<file path="src/rtl/add_sub_pkg.sv">
// add_sub_pkg: shared state encodings, operation selects and digit-count helper for add_sub_serial.
package add_sub_pkg;
  typedef enum logic [1:0] {
    IDLE = 2'b00,
    RUN  = 2'b01,
    DONE = 2'b10
  } state_t;
  localparam logic SEL_ADD = 1'b0;
  localparam logic SEL_SUB = 1'b1;
  function automatic int num_digits(input int width, input int digit);
    return width / digit;
  endfunction
endpackage

</file>
<file path="src/rtl/add_sub_digit.sv">
// add_sub_digit: combinational DIGIT-bit ripple slice with carry out and carry into the slice MSB.
module add_sub_digit #(
  parameter int DIGIT = 4
) (
  input  logic [DIGIT-1:0] a_d,
  input  logic [DIGIT-1:0] b_d,
  input  logic             cin,
  output logic [DIGIT-1:0] s_d,
  output logic             cout,
  output logic             c_msb
);
  logic [DIGIT:0] sum;
  assign sum   = {1'b0, a_d} + {1'b0, b_d} + {{DIGIT{1'b0}}, cin};
  assign s_d   = sum[DIGIT-1:0];
  assign cout  = sum[DIGIT];
  // MSB sum bit is a^b^carry_in, so the incoming carry falls out by XOR
  assign c_msb = s_d[DIGIT-1] ^ a_d[DIGIT-1] ^ b_d[DIGIT-1];
endmodule

</file>
<file path="src/rtl/add_sub_serial.sv">
// add_sub_serial: digit-serial two's-complement add/subtract with valid/ready handshakes.
// Optional saturation on signed overflow when ADD_SUB_SAT_EN is defined.
module add_sub_serial
  import add_sub_pkg::*;
#(
  parameter int WIDTH = 16,
  parameter int DIGIT = 4
) (
  input  logic             clk,
  input  logic             rst_n,
  input  logic             in_valid,
  output logic             in_ready,
  input  logic [WIDTH-1:0] a,
  input  logic [WIDTH-1:0] b,
  input  logic             sel,
  output logic             out_valid,
  input  logic             out_ready,
  output logic [WIDTH-1:0] s,
  output logic             cout,
  output logic             ovf,
  output logic             zero
);
  localparam int N  = num_digits(WIDTH, DIGIT);
  localparam int CW = (N > 1) ? $clog2(N) : 1;
  if (WIDTH % DIGIT != 0) begin : g_bad_digit
    $error("add_sub_serial: WIDTH must be a multiple of DIGIT");
  end
  state_t           state, state_nxt;
  logic [WIDTH-1:0] a_r, b_r, acc, acc_nxt, res;
  logic [CW-1:0]    cnt;
  logic             carry, last, d_cout, d_cmsb, ovf_raw, sub;
  logic [DIGIT-1:0] s_d;
  add_sub_digit #(.DIGIT(DIGIT)) u_digit (
    .a_d  (a_r[DIGIT-1:0]),
    .b_d  (b_r[DIGIT-1:0]),
    .cin  (carry),
    .s_d  (s_d),
    .cout (d_cout),
    .c_msb(d_cmsb)
  );
  assign sub       = (sel == SEL_SUB);
  assign in_ready  = (state == IDLE);
  assign out_valid = (state == DONE);
  assign last      = (cnt == CW'(N - 1));
  assign ovf_raw   = d_cout ^ d_cmsb;
  // result fills from the top so after N digits the LSB digit lands at bit 0
  assign acc_nxt   = (acc >> DIGIT) | (WIDTH'(s_d) << (WIDTH - DIGIT));
`ifdef ADD_SUB_SAT_EN
  // on the final digit a_r[DIGIT-1] is the sign of A, which sets the overflow direction
  assign res = ovf_raw ? {a_r[DIGIT-1], {(WIDTH-1){~a_r[DIGIT-1]}}} : acc_nxt;
`else
  assign res = acc_nxt;
`endif
  always_comb begin
    state_nxt = state;
    case (state)
      IDLE:    state_nxt = in_valid ? RUN : IDLE;
      RUN:     state_nxt = last ? DONE : RUN;
      DONE:    state_nxt = out_ready ? IDLE : DONE;
      default: state_nxt = IDLE;
    endcase
  end
  always_ff @(posedge clk or negedge rst_n) begin
    if (!rst_n) state <= IDLE;
    else        state <= state_nxt;
  end
  always_ff @(posedge clk or negedge rst_n) begin
    if (!rst_n) begin
      a_r   <= '0;
      b_r   <= '0;
      acc   <= '0;
      cnt   <= '0;
      carry <= 1'b0;
      s     <= '0;
      cout  <= 1'b0;
      ovf   <= 1'b0;
      zero  <= 1'b0;
    end else if (in_ready && in_valid) begin
      a_r   <= a;
      b_r   <= b ^ {WIDTH{sub}};
      carry <= sub;
      cnt   <= '0;
      acc   <= '0;
    end else if (state == RUN) begin
      a_r   <= a_r >> DIGIT;
      b_r   <= b_r >> DIGIT;
      carry <= d_cout;
      cnt   <= cnt + CW'(1);
      acc   <= acc_nxt;
      if (last) begin
        s    <= res;
        cout <= d_cout;
        ovf  <= ovf_raw;
        zero <= (res == '0);
      end
    end
  end
endmodule

</file>
<file path="config.mk">
export PLATFORM = sky130hd
export DESIGN_NAME = add_sub_serial
export DESIGN_NICKNAME = d
export VERILOG_FILES = /design/src/rtl/add_sub_pkg.sv /design/src/rtl/add_sub_digit.sv /design/src/rtl/add_sub_serial.sv
export SDC_FILE = /design/constraint.sdc
export NUM_CORES = 1
export LEC_CHECK = 0
export ABC_AREA = 1
export CORE_MARGIN = 3
export CORE_UTILIZATION = 54
export CTS_BUF_LIST = sky130_fd_sc_hd__clkbuf_4
export CTS_CLUSTER_DIAMETER = 120
export DETAILED_ROUTE_END_ITERATION = 7
export GPL_ROUTABILITY_DRIVEN = 0
export PLACE_DENSITY_LB_ADDON = 0.1
export REMOVE_ABC_BUFFERS = 1
export SYNTH_ARGS = -nofsm -noshare
export SYNTH_HDL_FRONTEND = slang
export SYNTH_SLANG_ARGS = --single-unit
</file>
<file path="constraint.sdc">
create_clock -name clk -period 2.3 [get_ports clk]
set_clock_uncertainty 0.2 [all_clocks]
set_input_delay 0.23 -clock clk [delete_from_list [all_inputs] [get_ports clk]]
set_output_delay 0.23 -clock clk [all_outputs]
set_load 0.1 [all_outputs]
</file>
==> insert_results.sql <==
INSERT INTO impl_metrics (metric_group, metric, value, unit) VALUES
('outcome', 'status', 'finished, final reports clean', ''),
('logic_synthesis', 'synthDominantAreaCellType', 'sky130_fd_sc_hd__dfrtp_1', ''),
('sta', 'final.period_utilization', '0.8792', ''),
('cts', 'ctsLongestPathBuffers', '2', ''),
('sta', 'hold-worst-slack', '165.1', 'ps'),
('finish', 'area_growth_syn_to_layout', '22.81', '%'),
('logic_synthesis', 'synth_mux_area_frac', '0', ''),
('logic_synthesis', 'synth.ff_latch_count', '68', ''),
('sta', 'setup_viol', '0', ''),
('critical_path', 'timing.reg2reg.worst_path_depth', '9', ''),
('critical_path', 'critPathBufInv', '3', ''),
('cts', 'clock-root-buffer', 'sky130_fd_sc_hd__clkbuf_4', ''),
('global_routing', 'grt_remaining_overflow', '0', ''),
('logic_synthesis', 'synth.top_cells.by_count', 'sky130_fd_sc_hd__nand2_1 (73), sky130_fd_sc_hd__dfrtp_1 (68), sky130_fd_sc_hd__inv_1 (39), sky130_fd_sc_hd__o21ai_0 (17), sky130_fd_sc_hd__o22ai_1 (13)', ''),
('logic_synthesis', 'yosys-top-cells-area', 'sky130_fd_sc_hd__dfrtp_1 (55%), sky130_fd_sc_hd__nand2_1 (8.9%), sky130_fd_sc_hd__inv_1 (4.8%)', ''),
('cts', 'tritoncts.num_buffers', '9', ''),
('sta', 'timing.final.hold_violations', '0', ''),
('finish', 'drive_gt1_frac', '0.1436', ''),
('floorplanning', 'placement_rows', '26', ''),
('finish', 'antennaDiodeCount', '0', ''),
('critical_path', 'worst-path-stages', '9', ''),
('logic_synthesis', 'synth_top_family_by_area', 'compound AO/OA/AOI/OAI gates', ''),
('critical_path', 'worst_case_register_to_register_setup_slack', '280', 'ps'),
('placed_design', 'dp_hpwl', '4210', 'um'),
('cts', 'postCtsResizedCells', '0', ''),
('critical_path', 'setup.worst_path.class', 'register to register', ''),
('critical_path', 'cpMaxStageDelayCell', 'sky130_fd_sc_hd__fa_1', ''),
('logic_synthesis', 'yosys.area.top_type_share', '0.5540', ''),
('detailed_routing', 'pre_antenna_drt_iters', '5', ''),
('sta', 'period_minus_slack', '2022', 'ps'),
('logic_synthesis', 'synth_xor_area_frac', '0.04277', ''),
('logic_synthesis', 'post_synth_fa_ha_maj_area_fraction', '0.02933', ''),
('logic_synthesis', 'postSynthCellCount', '318', ''),
('floorplanning', 'design.die.area', '6629', 'um2'),
('detailed_routing', 'first_iter_violations', '101', ''),
('cts', 'tritoncts', 'built', ''),
('critical_path', 'cp_slowest_stage_delay', '420', 'ps'),
('sta', 'max-slew-margin-rel', '0.5973', ''),
('cts', 'htreeDepth', '3', ''),
('finish', 'final_nets', '421', ''),
('global_routing', 'track_usage', '0.2059', ''),
('floorplanning', 'die_height', '81.42', 'um'),
('detailed_routing', 'via_count', '2374', ''),
('critical_path', 'crit_arrival', '2170', 'ps'),
('logic_synthesis', 'synth_seq_area_share', '0.5540', ''),
('global_routing', 'grt_max_degree', '69', ''),
('cts', 'cts.sink_count', '68', ''),
('critical_path', 'crit_top_cell', 'sky130_fd_sc_hd__inv_1', ''),
('floorplanning', 'initial_core_util', '0.5793', ''),
('global_routing', 'grt_pass1_wl', '10310', 'um'),
('critical_path', 'r2r-start', 'a_r[0]', ''),
('critical_path', 'capture_instance_of_the_worst_register_to_register_path', 'zero', ''),
('critical_path', 'critical_path.max_fanout', '3', ''),
('floorplanning', 'coreArea', '5303', 'um2'),
('critical_path', 'crit_path_start', 'a_r[0]', ''),
('critical_path', 'critical_path.cell_chain', 'inv_1 > fa_1 > inv_1 > fa_1 > inv_1 > nand4_1 > nor2_1 > nand4_1 > nand2_1', ''),
('logic_synthesis', 'synth_ff_type', 'sky130_fd_sc_hd__dfrtp_1', ''),
('logic_synthesis', 'synthesis.area', '3072', 'um2'),
('logic_synthesis', 'post_synthesis_area_per_instance', '9.659', 'um2'),
('logic_synthesis', 'ys.warnings.count', '0', ''),
('sta', 'max_freq', '494.5', 'MHz'),
('detailed_routing', 'avgRoutedWirePerCell', '13.68', 'um'),
('sta', 'max_slew.worst_pin.slew', '601.9', 'ps'),
('logic_synthesis', 'synth_simple_gate_area_frac', '0.1373', ''),
('logic_synthesis', 'synth.lib_cells_used.distinct', '30', ''),
('detailed_routing', 'routed_wl', '6197', 'um'),
('min_path', 'worstHoldPathType', 'primary input to asynchronous set/reset pin', ''),
('floorplanning', 'floorplan.die.width', '81.42', 'um'),
('logic_synthesis', 'ys_async_sr_fraction', '1.000', ''),
('cts', 'worst_setup_hold_path_clk_slew', '110', 'ps'),
('global_routing', 'grt_antenna_before_repair', '0', '');
[cells by family after synthesis]
logic type / after synthesis
and+or+nand+nor: 101
AOI/OAI and AO/OA: 70
DFF: 68
buffers and inverters: 58
xor gates and xnor gates: 15
adders and majority gates: 6
[what timing repair did]
item                                   4_1_cts  5_1_grt
buffers inserted                             0        0
endpoints found under the hold margin       68        0
hold buffers                                 1        0
[sequential cells by signal, summed over array words and instances, names as in the netlist]
signal	cells
a_r	16
acc	12
b_r	16
carry	1
cnt	2
cout	1
ovf	1
s	16
state	2
zero	1
[through the flow]
stage	setup slack, ps	cells	TNS, ps	utilization	instance area, um2
floorplan	-454.4	302	-11100	-	2962
global placement	340.7	436	0	0.6840	3627
detailed placement	287.7	436	0	0.6840	3627
CTS	273.9	453	0	0.7114	3772
global route	70.94	453	0	0.7114	3772
finish	277.8	453	0	0.7114	3772
[cells in the final DEF (no fill, tap or decap), drive strengths merged]
cell type	synthesis	final
nand2	77	77
dfrtp	68	68
inv	42	42
clkdlybuf4s50	0	35
buf	13	29
o21ai	24	24
o22ai	13	13
nand3	10	10
nor2	10	10
xnor2	9	9
o211ai	9	9
clkbuf	3	9
o221ai	7	7
xor2	6	6
a22oi	6	6
a22o	4	4
nand4	4	4
ha	4	4
a21oi	4	4
o31ai	3	3
clkinvlp	0	3
clkinv	0	3
fa	2	2
bufinv	0	1
dlygate4sd3	0	1
[per-layer routing]
metal,track usage,routed length [um],vias to the layer above
met5,0,0,-
met4,0.09966,91,0
met3,0.03947,375,11
met2,0.3420,3094,77
met1,0.2586,2635,1116
li1,-,-,1170
[worst reg2reg max path: stages (launching register included)]
cell	delay, ps
sky130_fd_sc_hd__dfrtp_1	340
sky130_fd_sc_hd__inv_1	60
sky130_fd_sc_hd__fa_1	410
sky130_fd_sc_hd__inv_1	110
sky130_fd_sc_hd__fa_1	420
sky130_fd_sc_hd__inv_1	90
sky130_fd_sc_hd__nand4_1	80
sky130_fd_sc_hd__nor2_1	100
sky130_fd_sc_hd__nand4_1	100
sky130_fd_sc_hd__nand2_1	70
[area by class of cell]
type	instances	area, um2
Clock buffer	9	67.56
Clock inverter	7	67.56
Fill cell	449	1530
Inverter	42	160.2
Multi-Input combinational cell	192	1100
Sequential cell	68	1702
Tap cell	70	87.58
Timing Repair Buffer	65	588.1
[how the worst min path moves through the flow]
stage | start | slack [ps] | end
detailed placement | rst_n | 80 | s[0]
finish | rst_n | 170 | s[0]
global placement | rst_n | 80 | s[0]
global route | a[8] | 170 | a_r[8]
CTS | rst_n | 160 | a_r[8]
floorplan | rst_n | -270 | a_r[0]
Power is left out: the tool's default activity adds up to more than one toggle a clock period on the data nets, which glitch-free logic cannot reach.
